--- config.mk ---
export PLATFORM = sky130hd
export DESIGN_NAME = uart_tx_stream
export DESIGN_NICKNAME = d
export VERILOG_FILES = /design/src/rtl/uart_tx_stream.sv
export SDC_FILE = /design/constraint.sdc
export NUM_CORES = 1
export LEC_CHECK = 0
export ABC_AREA = 0
export BUFFER_PORTS_ARGS = -buffer_cell sky130_fd_sc_hd__buf_4
export CAP_MARGIN = 0
export CORE_UTILIZATION = 30
export CTS_CLUSTER_DIAMETER = 200
export DETAILED_ROUTE_END_ITERATION = 7
export GPL_ROUTABILITY_DRIVEN = 0
export PLACE_DENSITY = 0.47
export SKIP_LAST_GASP = 1
export SLEW_MARGIN = 15
export SYNTH_ARGS = -nofsm -noshare
export SYNTH_HDL_FRONTEND = slang
export SYNTH_SLANG_ARGS = --single-unit
--- constraint.sdc ---
create_clock -name clk -period 4.05 [get_ports clk]
set_clock_uncertainty 0.15 [all_clocks]
set_input_delay 0.81 -clock clk [delete_from_list [all_inputs] [get_ports clk]]
set_output_delay 0.81 -clock clk [all_outputs]
set_load 0.01 [all_outputs]
--- src/rtl/uart_tx_stream.sv ---
// uart_tx_stream: valid/ready word input, circular FIFO and UART serialiser.
// Parity mode and stop-bit count are latched per frame when the word is popped.
module uart_tx_stream #(
  parameter int DATA_BITS   = 8,
  parameter int FIFO_DEPTH  = 16,
  parameter int CLK_FREQ_HZ = 125000000,
  parameter int BAUDRATE    = 9600
) (
  input  logic                          clk,
  input  logic                          rst,
  input  logic                          in_valid,
  output logic                          in_ready,
  input  logic [DATA_BITS-1:0]          in_data,
  input  logic [1:0]                    parity_mode,
  input  logic                          stop2,
  output logic                          tx,
  output logic                          tx_busy,
  output logic                          tx_done,
  output logic [$clog2(FIFO_DEPTH):0]   fifo_level,
  output logic                          fifo_full,
  output logic                          fifo_empty
);
  localparam int DIV = CLK_FREQ_HZ / BAUDRATE;
  localparam int BW  = $clog2(DIV);
  localparam int PW  = $clog2(FIFO_DEPTH);
  localparam int LW  = PW + 1;

  typedef enum logic [2:0] {
    IDLE, START, DATA, PARITY, STOP
  } state_e;

  logic [DATA_BITS-1:0] mem_q [FIFO_DEPTH];
  logic [PW-1:0]        wr_ptr_q, rd_ptr_q;
  logic [LW-1:0]        level_q, level_d;
  state_e               state_q;
  logic [BW-1:0]        baud_q;
  logic [3:0]           bit_q;
  logic [DATA_BITS-1:0] shift_q, head;
  logic                 par_en_q, par_bit_q, stop2_q;
  logic                 tx_q, busy_q, done_q;
  logic                 push, pop, baud_last;

  assign fifo_full  = (level_q == LW'(FIFO_DEPTH));
  assign fifo_empty = (level_q == '0);
  assign in_ready   = !fifo_full && !rst;
  assign push       = in_valid && in_ready;
  assign pop        = (state_q == IDLE) && !fifo_empty;
  assign head       = mem_q[rd_ptr_q];
  assign baud_last  = (baud_q == BW'(DIV - 1));
  assign fifo_level = level_q;
  assign tx         = tx_q;
  assign tx_busy    = busy_q;
  assign tx_done    = done_q;

  always_comb begin
    level_d = level_q;
    if (push && !pop)      level_d = level_q + LW'(1);
    else if (pop && !push) level_d = level_q - LW'(1);
  end

  always_ff @(posedge clk) begin
    if (push) mem_q[wr_ptr_q] <= in_data;
  end

  // Line outputs trail the state by one cycle so all of them stay registered.
  always_ff @(posedge clk) begin
    if (rst) begin
      wr_ptr_q  <= '0;
      rd_ptr_q  <= '0;
      level_q   <= '0;
      state_q   <= IDLE;
      baud_q    <= '0;
      bit_q     <= '0;
      shift_q   <= '0;
      par_en_q  <= 1'b0;
      par_bit_q <= 1'b0;
      stop2_q   <= 1'b0;
      tx_q      <= 1'b1;
      busy_q    <= 1'b0;
      done_q    <= 1'b0;
    end else begin
      level_q <= level_d;
      if (push) wr_ptr_q <= wr_ptr_q + PW'(1);
      busy_q <= (state_q != IDLE);
      done_q <= (state_q == STOP) && baud_last &&
                (bit_q == {3'b000, stop2_q});
      case (state_q)
        IDLE:    tx_q <= 1'b1;
        START:   tx_q <= 1'b0;
        DATA:    tx_q <= shift_q[0];
        PARITY:  tx_q <= par_bit_q;
        default: tx_q <= 1'b1;
      endcase
      case (state_q)
        IDLE: begin
          if (pop) begin
            rd_ptr_q  <= rd_ptr_q + PW'(1);
            shift_q   <= head;
            par_en_q  <= (parity_mode == 2'b01) ||
                         (parity_mode == 2'b10);
            par_bit_q <= (^head) ^ (parity_mode == 2'b10);
            stop2_q   <= stop2;
            baud_q    <= '0;
            bit_q     <= '0;
            state_q   <= START;
          end
        end
        START: begin
          if (baud_last) begin
            baud_q  <= '0;
            state_q <= DATA;
          end else begin
            baud_q <= baud_q + BW'(1);
          end
        end
        DATA: begin
          if (baud_last) begin
            baud_q  <= '0;
            shift_q <= {1'b0, shift_q[DATA_BITS-1:1]};
            if (bit_q == 4'(DATA_BITS - 1)) begin
              bit_q   <= '0;
              state_q <= par_en_q ? PARITY : STOP;
            end else begin
              bit_q <= bit_q + 4'd1;
            end
          end else begin
            baud_q <= baud_q + BW'(1);
          end
        end
        PARITY: begin
          if (baud_last) begin
            baud_q  <= '0;
            state_q <= STOP;
          end else begin
            baud_q <= baud_q + BW'(1);
          end
        end
        STOP: begin
          if (baud_last) begin
            baud_q <= '0;
            if (bit_q == {3'b000, stop2_q}) begin
              bit_q   <= '0;
              state_q <= IDLE;
            end else begin
              bit_q <= bit_q + 4'd1;
            end
          end else begin
            baud_q <= baud_q + BW'(1);
          end
        end
        default: state_q <= IDLE;
      endcase
    end
  end

endmodule

-- After elaboration in Yosys (flattened, before gate mapping)
Memory sizes are Yosys's and may differ from the RTL's. A register that Yosys moved wholly into a read port is not among the register bits.
Cells that the tools add are included.
- register bits: 48
- memory bits (writable): 128
- input bits: 14
- output and inout port bits: 11
- word-level logic and storage cells: 93
- memories kept: 1
- add/subtract/negate cells: 6
- eq/ne operators: 17
- multiplexer cells: 28
- bitwise operators: 1
- reductions and logical operators: 27
- memory list (memory ; words ; width ; read ports ; clocked after Yosys merged registers in ; write ports ; RTL line ; RTL):
    mem_q ; 16 ; 8 ; 1 ; 1 ; 1 ; 32 ; logic [DATA_BITS-1:0] mem_q [FIFO_DEPTH];
- operator list (kind ; count):
    $mux 14 ; 2
    $mux 4 ; 7
    $pmux 14 s2 ; 1
    $mux 3 ; 8
    $mux 8 ; 2
    $pmux 8 s2 ; 1
    $pmux 3 s5 ; 1
    $add 14x1->14 const B ; 1
    $eq 14x14->1 const B ; 1
    $add 4x1->4 const B ; 3
    $ne 2x2->1 const B ; 6
    $pmux 4 s3 ; 1
    $mux 5 ; 2
    $reduce_xor 8->1 ; 1
    $logic_and 1x1->1 ; 7
    $reduce_and 7->1 ; 1
    $eq 3x2->1 const B ; 2
    $reduce_bool 2->1 ; 3
    $reduce_bool 3->1 ; 2
    $add 5x1->5 const B ; 1
    $eq 5x5->1 const B ; 1
    $logic_not 1->1 ; 5
    $logic_not 5->1 ; 1
    $sub 5x1->5 const B ; 1
    other kinds (16) ; 18

-- Longest topological paths before layout
- word-level depth: 8
- depth in mapped cells: 14
- depth with buffers taken out: 13

-- Worst setup path after synthesis
No wires, ideal clock.
- path kind: reg2reg
- from: register level_q[0], in the netlist fifo_level[0]
- to: register level_q[4], in the netlist fifo_level[4]
- setup time: 0.070 ns
- arrival: 2.955 ns
- data required time: 3.830 ns
- setup slack: 0.876 ns
- cell stages (with the launch flop): 13
- buffers on the path: 0
- clock period less this slack: 3.174 ns
- cell sequence: dfxtp_1 or4_1 nor2_1 nor2_2 inv_1 ha_1 inv_1 fa_1 a21o_1 a21oi_1 xnor2_1 or3_1 a21oi_1
- elaborated cells between the ends (all ways): 16
- classes of those cells: 2 x add/sub; 1 x eq/ne; 2 x mux; 11 x reduce/logical
- RTL lines (element ; RTL line ; RTL):
    from (decl) ; 34 ; logic [LW-1:0] level_q, level_d;
    from (signal assigned) ; 82 ; level_q <= level_d;
    $logic_not 5->1 * ; 44 ; assign fifo_empty = (level_q == '0);
    via fifo_empty ; 21 ; output logic fifo_empty
    $logic_not 1->1 * ; 47 ; assign pop = (state_q == IDLE) && !fifo_empty;
    $logic_and 1x1->1 * ; 47 ;
    $logic_not 1->1 ; 57 ; if (push && !pop) level_d = level_q + LW'(1);
    $logic_and 1x1->1 ; 57 ;
    $mux 5 / $reduce_bool 2->1 (equally long branches) ; - ;
Mark *: on every way through the listed nets, which the timed path passes. The rest lies on a longest branch. The select of a mux whose other input is x is not followed.
A chain may end at the register's enable or synchronous reset.

-- Worst setup path in the final report
- from: register level_q[0], in the netlist fifo_level[0]
- to: register level_q[4], in the netlist fifo_level[4]
- cells in the longest elaborated chain, start to end: 7
- elaborated cells between the ends (all ways): 16
- classes of those cells: 2 x add/sub; 1 x eq/ne; 2 x mux; 11 x reduce/logical
- ends and longest elaborated chain (element):
    parallel branches: the longest is 7 deep, another holds $sub 5x1->5
Parallel ways; which one is timed is not known. The select of a mux whose other input is x is not followed.

==> results.md <==
* Status: finished clean
* Int Power at about 3.7 mW
* Endpoints failing hold at 0
* Pwr Density at approximately 630 mW/mm^2
* Final ANT Viol Nets at 0
* Residual DRC at 0
* Sw power at around 1.8 mW
* Crit-path max FO at 10
* Hold Path Class: reg -> reg
* Chip Width at 161 um
* Fin crit share at 0.829
* Fin crit period at about 3.4 ns
* # resized after CTS at 0
* LEAKAGE at 2.98 nW
* Worst slew margin at 0.536
* Async set-reset flop share out of synthesis at 0
* Seq/Total Area, Yosys at 0.646
* Mapped Nets at approximately 540
* Startpoint Class: flop
* H-tree Lvls at 4
* Die height at 161 um
* Clock Power Share at 0.303
* Area Growth Syn to Fin at 16.2%
* TritonCTS Sinks at 180
* Total CTS buffers at 17
* Share of layout cells above drive strength 1 at 0.181
* Core Region at between 0.02 and 0.025 mm^2
* Fin util at 0.358
* Switching Fraction at 0.328
* RSZ-0062 raised after global routing: no
* Total of fill cells in the finished design at 2373
* Largest net degree at the start of global routing at between 40 and 50
* Synth Cell Area at 0.00756 mm^2
* Hpwl dp at approximately 10 mm
* Pre-CTS setup slack at between 0.5 and 0.6 ns
* Primary FF master, synth: edfxtp_1
* Syn. warnings at 0
* Leading area contributor after synthesis: edfxtp_1
* Worst skew pair latency at between 0.4 and 0.5 ns
* Hold slack final at around 0.32 ns
* Clock buffer depth at 2
* Yosys reg bits at 180
* Total power at about 5.5 mW
* Nets at ~580
* Overflow after GRT at 0
* Vias in the first global route at ~4300
* Worst ir drop on vdd at ~250 uV
* Worst setup margin at about 0.69 ns
* Fmax at approximately 300 MHz
* Iteration-0 DRC Markers at 270
* Crit Path Class: reg -> reg
* Die area at roughly 0.026 mm^2
* Setup TNS at 0 ns
* Post-Syn Instances at between 500 and 600
* Hold Buf Count CTS at 0
* Reg clk slew, reported paths at 0.07 ns
* Slew at the pin closest to its max-slew limit at ~0.7 ns
* PortBufs at 24
* Initial Utilization at 0.308
* Initial antenna violation count at 0
* Final setup fails at 0
* Rows at between 50 and 60
* # IOs at 25
* Synth top cells by count: 128 x edfxtp_1, 62 x nor2_1, 52 x dfxtp_1
* Via count at 4188
* Diode count at 0
* Data arrival, critical path at ~3.6 ns
* Syn_area_per_cell at 14.8 um^2
* WL per Instance at between 15 and 20 um
* GRT Overall Usage at 0.129
* Vias per cell at 4.72
* Setup bufs post-CTS at 0
* Most instantiated library cell after synthesis: edfxtp_1
* EDFF count, synth at ~130
* Final WL at between 15 and 20 mm
* Synth unique cells at between 50 and 60
* Root Driver: clkbuf_16
* Detailed Routing Iterations Pass 1 at 4
* TritonCTS clock tree: done
* Share of Yosys cell area claimed by the top area cell type at 0.508
* Pins Over Slew Limit at 0
* Top post-synthesis cells by area: edfxtp_1 51%, dfxtp_1 14%, mux4_2 6.6%, mux4_1 4.9%, nor2_1 3.1%
* Max Cap Viol at 0
* First-pass GRT wire length at ~25 mm
* Comb power frac at 0.297
* WP data required at 4.26 ns
* Crit. End Element: flop
* Sequential share of power at 0.400
## cell usage in the layout (no fill, tap or decap), types with 5 or more instances in the layout
| master | n |
|---|---|
| buf_4 | 42 |
| xnor2_1 | 9 |
| nor3_1 | 10 |
| a22oi_1 | 5 |
| nand3_1 | 17 |
| mux4_2 | 22 |
| clkinv_8 | 6 |
| nor2_1 | 62 |
| a21oi_1 | 23 |
| mux2i_1 | 10 |
| nor2b_1 | 5 |
| dfxtp_1 | 51 |
| o21ai_0 | 6 |
| inv_1 | 8 |
| xor2_1 | 12 |
| nand2_1 | 31 |
| mux4_1 | 14 |
| a211oi_1 | 9 |
| edfxtp_1 | 128 |
| ha_1 | 12 |
| clkbuf_16 | 17 |
## power by group through the flow
stage | combinational [mW] | sequential, mW | clock (mW)
after floorplan | 1.31 | 2.21 | 0
after global placement | 1.65 | 2.26 | 0
after detailed placement | 1.66 | 2.26 | 0
after CTS | 1.67 | 2.22 | 1.73
after global routing | 1.82 | 2.24 | 1.81
final | 1.65 | 2.22 | 1.68
## area by class of cell
class | instances | area (um^2) | share of cell area
Clock inverter | 15 | 196 | 0.0224
Inverter | 9 | 33.8 | 0.00385
Tap cell | 324 | 405 | 0.0461
Sequential cell | 180 | 4890 | 0.556
Clock buffer | 17 | 425 | 0.0484
Timing Repair Buffer | 43 | 335 | 0.0382
Multi-Input combinational cell | 299 | 2500 | 0.285
## path summary, 6_finish.rpt
path | endpoint | cells past startpoint | slack, ns | startpoint
min reg2reg | par_bit_q$_SDFFE_PP0P_ | 2 | 0.32 | par_bit_q$_SDFFE_PP0P_
max reg2reg | fifo_level[4]$_SDFFE_PP0P_ | 12 | 0.69 | fifo_level[0]$_SDFFE_PP0P_
max | fifo_level[4]$_SDFFE_PP0P_ | 12 | 0.69 | fifo_level[0]$_SDFFE_PP0P_
min | par_bit_q$_SDFFE_PP0P_ | 2 | 0.32 | par_bit_q$_SDFFE_PP0P_
## cell families (layout without fill, tap and decap cells)
logic type / count (synthesis) / after routing / share of synthesized area
XOR/XNOR: 25 / 25 / 0.0354
buffers and inverters: 31 / 84 / 0.0227
AND/OR/NAND/NOR: 156 / 156 / 0.0975
flip-flops: 180 / 180 / 0.646
AO/OA/AOI/OAI: 59 / 59 / 0.0483
adder cells (fa/ha/maj): 13 / 13 / 0.0225
multiplexers: 46 / 46 / 0.127
## flip-flops by register name, summed over array words and instances, names as in the netlist, 3 cells and up, named ones only
register    cells
mem_q         128
baud_q         14
shift_q         8
fifo_level      5
bit_q           4
rd_ptr_q        4
wr_ptr_q        4
state_q         3
## worst max-delay path: stages, from the launching register on
cell	delay, ns
dfxtp_1	0.38
or4_1	0.57
nor2_1	0.24
nor2_2	0.16
inv_1	0.18
ha_1	0.21
inv_1	0.10
fa_1	0.42
a21o_1	0.17
a21oi_1	0.18
xnor2_1	0.09
or3_1	0.30
a21oi_1	0.13
## through the flow
| stage | instances | cell area [um^2] |
|---|---|---|
| final | 887 | 8790 |
| after global routing | 887 | 8790 |
| after CTS | 887 | 8790 |
| after detailed placement | 855 | 8160 |
| after global placement | 855 | 8160 |
| after floorplan | 510 | 7560 |
## metal layers
metal  global-route usage  part of all wire
met5                    0                 0
met4               0.0360            0.0096
met3               0.0282             0.029
met2                0.206              0.47
met1                0.175              0.49
Note: power is estimated with default switching activity, not from simulation.
